File: config.mk
export PLATFORM = sky130hd
export DESIGN_NAME = fetch_sequencer
export DESIGN_NICKNAME = d
export VERILOG_FILES = /design/src/rtl/fetch_pkg.sv /design/src/rtl/pc_next_select.sv /design/src/rtl/fetch_sequencer.sv
export SDC_FILE = /design/constraint.sdc
export NUM_CORES = 1
export LEC_CHECK = 0
export BUFFER_PORTS_ARGS = -buffer_cell sky130_fd_sc_hd__buf_4
export CAP_MARGIN = 20
export CORE_MARGIN = 2
export CORE_UTILIZATION = 40
export DETAILED_ROUTE_END_ITERATION = 16
export GPL_TIMING_DRIVEN = 0
export HOLD_SLACK_MARGIN = 0.15
export PLACE_DENSITY = 0.69
export SETUP_SLACK_MARGIN = 0.05
export SLEW_MARGIN = 5
export SYNTH_ARGS = -nofsm -noshare
export SYNTH_HDL_FRONTEND = slang
export SYNTH_HIERARCHICAL = 1
export SYNTH_SLANG_ARGS = --single-unit
File: constraint.sdc
create_clock -name clk -period 1.9 [get_ports clk]
set_input_delay 0.19 -clock clk [delete_from_list [all_inputs] [get_ports clk]]
set_output_delay 0.19 -clock clk [all_outputs]
set_load 0.005 [all_outputs]
File: src/rtl/fetch_pkg.sv
// fetch_pkg: shared definitions for the instruction-fetch sequencer.
//   fetch_state_t     - sequencer FSM states
//   INSTR_BYTES       - size of one instruction word in bytes
//   DEFAULT_RESET_PC  - default program counter after reset
//   is_word_aligned() - true when the two low address bits are zero
package fetch_pkg;

  typedef enum logic [2:0] {
    IDLE  = 3'd0,
    FETCH = 3'd1,
    WAIT  = 3'd2,
    HOLD  = 3'd3,
    HALT  = 3'd4
  } fetch_state_t;

  localparam int unsigned INSTR_BYTES      = 4;
  localparam logic [31:0] DEFAULT_RESET_PC = 32'h0000_0000;

  function automatic logic is_word_aligned(input logic [1:0] low_bits);
    return (low_bits == 2'b00);
  endfunction

endpackage

File: src/rtl/pc_next_select.sv
// pc_next_select: combinational redirect arbitration for the fetch sequencer.
// Ports:
//   pc                 in  32  current program counter
//   branch_taken       in  1   branch redirect strobe
//   branch_target      in  32  branch target address
//   jump_taken         in  1   jump redirect strobe
//   jump_target        in  32  jump target address
//   redirect           out 1   any redirect requested this cycle
//   redirect_target    out 32  selected target (jump has priority)
//   target_misaligned  out 1   redirect requested to a non-word-aligned target
//   pc_plus4           out 32  pc + 4, wrapping at 2^32
module pc_next_select
  import fetch_pkg::*;
(
  input  logic [31:0] pc,
  input  logic        branch_taken,
  input  logic [31:0] branch_target,
  input  logic        jump_taken,
  input  logic [31:0] jump_target,
  output logic        redirect,
  output logic [31:0] redirect_target,
  output logic        target_misaligned,
  output logic [31:0] pc_plus4
);

  assign redirect          = branch_taken | jump_taken;
  assign redirect_target   = jump_taken ? jump_target : branch_target;
  assign target_misaligned = redirect & ~is_word_aligned(redirect_target[1:0]);
  assign pc_plus4          = pc + 32'(INSTR_BYTES);

endmodule

File: src/rtl/fetch_sequencer.sv
// fetch_sequencer: multicycle instruction-fetch sequencer owning the PC.
// Issues one word read at a time over a req/gnt/rsp handshake, buffers the
// returned instruction for decode, and restarts at branch/jump targets,
// discarding any fetch already in flight.
// Ports:
//   clk, rst_n          clock, asynchronous active-low reset
//   imem_req/imem_addr  fetch request and byte address (registered)
//   imem_gnt            memory accepted the request this cycle
//   imem_rsp_valid/data instruction response
//   instr_valid, instr, instr_pc, instr_pc_plus4  buffered instruction to decode
//   instr_ready         decode consumes the instruction this cycle
//   branch_taken/target, jump_taken/target        redirect strobes and targets
//   misalign_fault      sticky: a redirect target was not word-aligned
module fetch_sequencer
  import fetch_pkg::*;
#(
  parameter logic [31:0] RESET_PC = DEFAULT_RESET_PC
) (
  input  logic        clk,
  input  logic        rst_n,
  output logic        imem_req,
  output logic [31:0] imem_addr,
  input  logic        imem_gnt,
  input  logic        imem_rsp_valid,
  input  logic [31:0] imem_rsp_data,
  output logic        instr_valid,
  output logic [31:0] instr,
  output logic [31:0] instr_pc,
  output logic [31:0] instr_pc_plus4,
  input  logic        instr_ready,
  input  logic        branch_taken,
  input  logic [31:0] branch_target,
  input  logic        jump_taken,
  input  logic [31:0] jump_target,
  output logic        misalign_fault
);

  fetch_state_t state_reg, state_next;
  logic [31:0]  pc_reg, pc_next;
  logic         discard_reg, discard_next;
  logic         fault_next;
  logic         capture;

  logic         redirect;
  logic [31:0]  redirect_target;
  logic         target_misaligned;
  logic [31:0]  pc_plus4;

  pc_next_select u_pc_next_select (
    .pc                (pc_reg),
    .branch_taken      (branch_taken),
    .branch_target     (branch_target),
    .jump_taken        (jump_taken),
    .jump_target       (jump_target),
    .redirect          (redirect),
    .redirect_target   (redirect_target),
    .target_misaligned (target_misaligned),
    .pc_plus4          (pc_plus4)
  );

  always_comb begin
    state_next   = state_reg;
    pc_next      = pc_reg;
    discard_next = discard_reg;
    fault_next   = misalign_fault;
    capture      = 1'b0;

    case (state_reg)
      IDLE:  state_next = FETCH;
      FETCH: if (imem_gnt) state_next = WAIT;
      WAIT: begin
        if (imem_rsp_valid) begin
          if (discard_reg) begin
            discard_next = 1'b0;
            state_next   = FETCH;
          end else begin
            capture    = 1'b1;
            pc_next    = pc_plus4;
            state_next = HOLD;
          end
        end
      end
      HOLD:    if (instr_ready) state_next = FETCH;
      HALT:    state_next = HALT;
      default: state_next = IDLE;
    endcase

    // A redirect overrides the normal flow; nothing is captured in its cycle.
    if (redirect && (state_reg != IDLE) && (state_reg != HALT)) begin
      capture = 1'b0;
      if (target_misaligned) begin
        fault_next   = 1'b1;
        pc_next      = pc_reg;
        discard_next = 1'b0;
        state_next   = HALT;
      end else begin
        pc_next = redirect_target;
        case (state_reg)
          FETCH: begin
            // A request granted this cycle still belongs to the old stream.
            if (imem_gnt) begin
              discard_next = 1'b1;
              state_next   = WAIT;
            end else begin
              state_next = FETCH;
            end
          end
          WAIT: begin
            // A response arriving now closes the old request outright.
            if (imem_rsp_valid) begin
              discard_next = 1'b0;
              state_next   = FETCH;
            end else begin
              discard_next = 1'b1;
              state_next   = WAIT;
            end
          end
          HOLD:    state_next = FETCH;
          default: state_next = state_reg;
        endcase
      end
    end
  end

  // Outputs are registered from the next-state values so they line up with
  // the state they describe.
  always_ff @(posedge clk or negedge rst_n) begin
    if (!rst_n) begin
      state_reg      <= IDLE;
      pc_reg         <= RESET_PC;
      discard_reg    <= 1'b0;
      misalign_fault <= 1'b0;
      imem_req       <= 1'b0;
      imem_addr      <= RESET_PC;
      instr_valid    <= 1'b0;
      instr          <= 32'h0;
      instr_pc       <= 32'h0;
      instr_pc_plus4 <= 32'h0;
    end else begin
      state_reg      <= state_next;
      pc_reg         <= pc_next;
      discard_reg    <= discard_next;
      misalign_fault <= fault_next;
      imem_req       <= (state_next == FETCH);
      imem_addr      <= pc_next;
      instr_valid    <= (state_next == HOLD);
      if (capture) begin
        instr          <= imem_rsp_data;
        instr_pc       <= pc_reg;
        instr_pc_plus4 <= pc_plus4;
      end
    end
  end

endmodule
==> impl_metrics.json <==
{
  "first_global_vias": 5612,
  "post_synth.cell_area_avg_um2": 13.04,
  "run_status": "complete, but fails checks",
  "die-width_um": 133.1,
  "max_cap_viol": 0,
  "end_of_the_worst_register_to_register_path": "pc_reg[27]",
  "yosys_warnings": 6,
  "post_synth_instance_area_um2": 6664,
  "postSynthNetCount": 615,
  "initial_antenna_violation_count": 0,
  "buffer_ports.inserted": 232,
  "hold_start": "jump_target[17]",
  "fp.dieArea_um2": 17710,
  "n_antenna_cell": 0,
  "synth_largest_area_cell": "sky130_fd_sc_hd__dfrtp_1",
  "regArea_um2": 3397,
  "clock_path_buffers": 2,
  "p_leak_uw": 0.005390,
  "finalWorstSetupSlack_ns": -0.04747,
  "synth_top_cells_by_area": "sky130_fd_sc_hd__dfrtp_1, sky130_fd_sc_hd__mux2_2, sky130_fd_sc_hd__mux2_4",
  "post_synth_most_frequent_cells": "sky130_fd_sc_hd__dfrtp_1, sky130_fd_sc_hd__mux2_2, sky130_fd_sc_hd__nand2_1",
  "clock_skew_ns": 0.006669,
  "drv_slew": 0,
  "worst-slew-pin-transition_ns": 0.7875,
  "cts.root.buffer_cell": "sky130_fd_sc_hd__clkbuf_16",
  "grt_setup_unrepaired": "yes",
  "worstHoldPathCells": 4,
  "crit_reg_reg_startpoint": "pc_reg[3]",
  "clk_latency_ns": 0.41,
  "seq_total_area_yosys_pct": 50.69,
  "dr.first_iter.drc_count": 177,
  "clock.fmax_ghz": 0.5135,
  "finalSetupViolCount": 11,
  "wl_per_cell_um": 17.25,
  "period_needed_ns": 1.947,
  "critPathLaunchType": "register",
  "area_growth_syn_to_layout_pct": 52.87,
  "hold_path.class": "input port to register",
  "synth.ff_latch_count": 135,
  "synth_most_common_cell": "sky130_fd_sc_hd__dfrtp_1",
  "violations_in_the_final_reports": "setup timing",
  "post_syn_instances": 511,
  "timing.final.hold_violations": 0,
  "multi_input_comb_area_um2": 3233,
  "final_min_period_over_clock_period_pct": 102.5,
  "detail_route_antenna_nets": 0,
  "post_dr_vias_cell": 4.934,
  "synthXorXnorAreaFrac_pct": 3.680,
  "tritoncts": "done",
  "worstSetupPathType": "register to register",
  "setup.worst_path.end_class": "register",
  "area_of_the_core_region_um2": 16410,
  "cellPowerDensity_nw_per_um2": 1162,
  "detail_route.wirelength_um": 18370,
  "fraction_of_final_layout_cells_with_drive_strength_greater_than_1_pct": 59.88,
  "arrival_ns": 2.29,
  "required_ns": 2.24,
  "grt_util_all_layers_pct": 21.06,
  "muxShareOfSynthArea_pct": 28.69,
  "hold_end": "pc_reg[17]",
  "nNetsFinal": 936,
  "h-tree-depth": 4,
  "clkTransAtPathRegs_ns": 0.06,
  "fp.dieH_um": 133.1,
  "fraction_of_post_synthesis_cell_area_in_the_top_cell_type_by_area_pct": 50.69,
  "synth_fa_ha_area_share_pct": 0.1878,
  "rows": 47,
  "detailroute.via_count": 5255,
  "post_synth_and_or_nand_nor_area_fraction_pct": 8.900,
  "report.power.total_uw": 11840,
  "cts_buffers": 17,
  "dp.cells": 964,
  "global_route_wire_length_before_repair_um": 29430,
  "synth_enable_flop_cells": 0,
  "post-route-drc-count": 0,
  "floorplan.initialDensity_pct": 40.62,
  "most_frequently_used_flop_master_after_synthesis": "sky130_fd_sc_hd__dfrtp_1",
  "detailed_place_hpwl_um": 12440,
  "async_reset_ff_share_pct": 100.0,
  "synth.distinct_cells": 47,
  "post-route-util_pct": 62.09,
  "ir_drop_mv": 0.6399,
  "timing.critical_path.fanout_max": 5,
  "dominant_combinational_cell_family_by_area_after_synthesis": "multiplexers",
  "grt_overflow_total": 0,
  "r2r_slack_ns": -0.05,
  "maxSlewHeadroom_pct": 47.50,
  "gpl.final_weighted_congestion": 0.8030,
  "grt_max_degree": 76,
  "final_cells": 1065,
  "floorplan.io_pins": 234,
  "layout.filler_cells": 1267,
  "cts_sinks": 135,
  "firstDrtPassIters": 4,
  "reg2reg_depth": 9,
  "synth-compound-area-share_pct": 4.168
}
final cells by class:
type | count | area share (%)
flip-flops and latches | 135 | 33.35
multi-input cells | 334 | 31.74
repair buffers | 303 | 23.79
clock buffers | 18 | 4.311
well taps | 220 | 2.702
plain buffers | 30 | 1.977
clock inverters | 14 | 1.732
inverters | 11 | 0.4053
how the worst max path moves through the flow:
stage / startpoint / endpoint / slack [ns] / depth (start not counted)
2_1_floorplan: pc_reg[2] / instr_pc_plus4[22] / 0.07 / 7
3_3_place_gp: jump_taken / pc_reg[28] / -0.26 / 8
3_5_place_dp: pc_reg[7] / instr_pc_plus4[31] / -0.27 / 6
4_1_cts: pc_reg[3] / pc_reg[30] / -0.01 / 9
5_1_grt: pc_reg[3] / pc_reg[30] / -0.15 / 9
6_report: pc_reg[3] / pc_reg[27] / -0.05 / 9
cells by family after synthesis:
logic type      Yosys count
fa+ha+maj                 1
xor+xnor                 28
flops                   135
compound gates           47
simple gates             98
mux                     160
buf+inv                  42
cells in the final DEF (no fill, tap or decap), types with 9 or more instances in the layout:
master,synthesis,final
sky130_fd_sc_hd__buf_2,14,12
sky130_fd_sc_hd__buf_4,4,265
sky130_fd_sc_hd__buf_6,7,12
sky130_fd_sc_hd__clkbuf_16,0,17
sky130_fd_sc_hd__dfrtp_1,135,120
sky130_fd_sc_hd__dfrtp_2,0,15
sky130_fd_sc_hd__dlygate4sd3_1,0,34
sky130_fd_sc_hd__inv_1,11,11
sky130_fd_sc_hd__mux2_2,88,88
sky130_fd_sc_hd__mux2_4,40,40
sky130_fd_sc_hd__mux2i_1,32,32
sky130_fd_sc_hd__nand2_1,42,41
sky130_fd_sc_hd__nand3_1,10,10
sky130_fd_sc_hd__o21ai_0,29,20
sky130_fd_sc_hd__o21ai_1,4,13
sky130_fd_sc_hd__xnor2_1,12,9
sky130_fd_sc_hd__xor2_1,16,13
power breakdown:
part,internal [µW],leakage [µW],switching [µW]
combinational,2340,0.00329,1760
sequential,3600,0.00181,735
clock,2110,0.000285,1310
total,8040,0.00539,3800
what timing repair did:
item / 4_1_cts / 5_1_grt
pin swaps: 13 / 14
endpoints found under the setup margin: 33 / 49
hold buffers: 34 / 0
resized for setup: 39 / 31
endpoints found under the hold margin: 93 / 0
setup buffers: 22 / 14
critical path: stages, from the launching register on:
cell,delay [ns]
sky130_fd_sc_hd__dfrtp_1,0.40
sky130_fd_sc_hd__buf_4,0.13
sky130_fd_sc_hd__buf_6,0.08
sky130_fd_sc_hd__and3_4,0.20
sky130_fd_sc_hd__nand4_4,0.13
sky130_fd_sc_hd__buf_12,0.19
sky130_fd_sc_hd__nor4_4,0.28
sky130_fd_sc_hd__xor2_1,0.22
sky130_fd_sc_hd__mux2i_1,0.10
sky130_fd_sc_hd__o21ai_1,0.13
through the flow:
step           instance area [µm²]  setup slack [ns]  hold slack (ns)  TNS (ns)
3_3_place_gp                  8683           -0.2636           0.4223    -12.19
5_1_grt                      10190           -0.1496           0.1981    -2.008
6_report                     10190          -0.04747           0.1872   -0.2473
4_1_cts                       9978          -0.01152           0.1755  -0.02891
3_5_place_dp                  8715           -0.2749           0.2192    -13.65
2_1_floorplan                 6666           0.06831          -0.1056         0
metal layers:
layer  part of all wire (%)  wire length [µm]  track usage (%)
met1                     42              7751            26.92
met2                     50              9166            34.83
met3                    6.3              1154            5.632
met4                    1.6               298            6.870
met5                      0                 0                0
(Power assumes the default switching activity.)
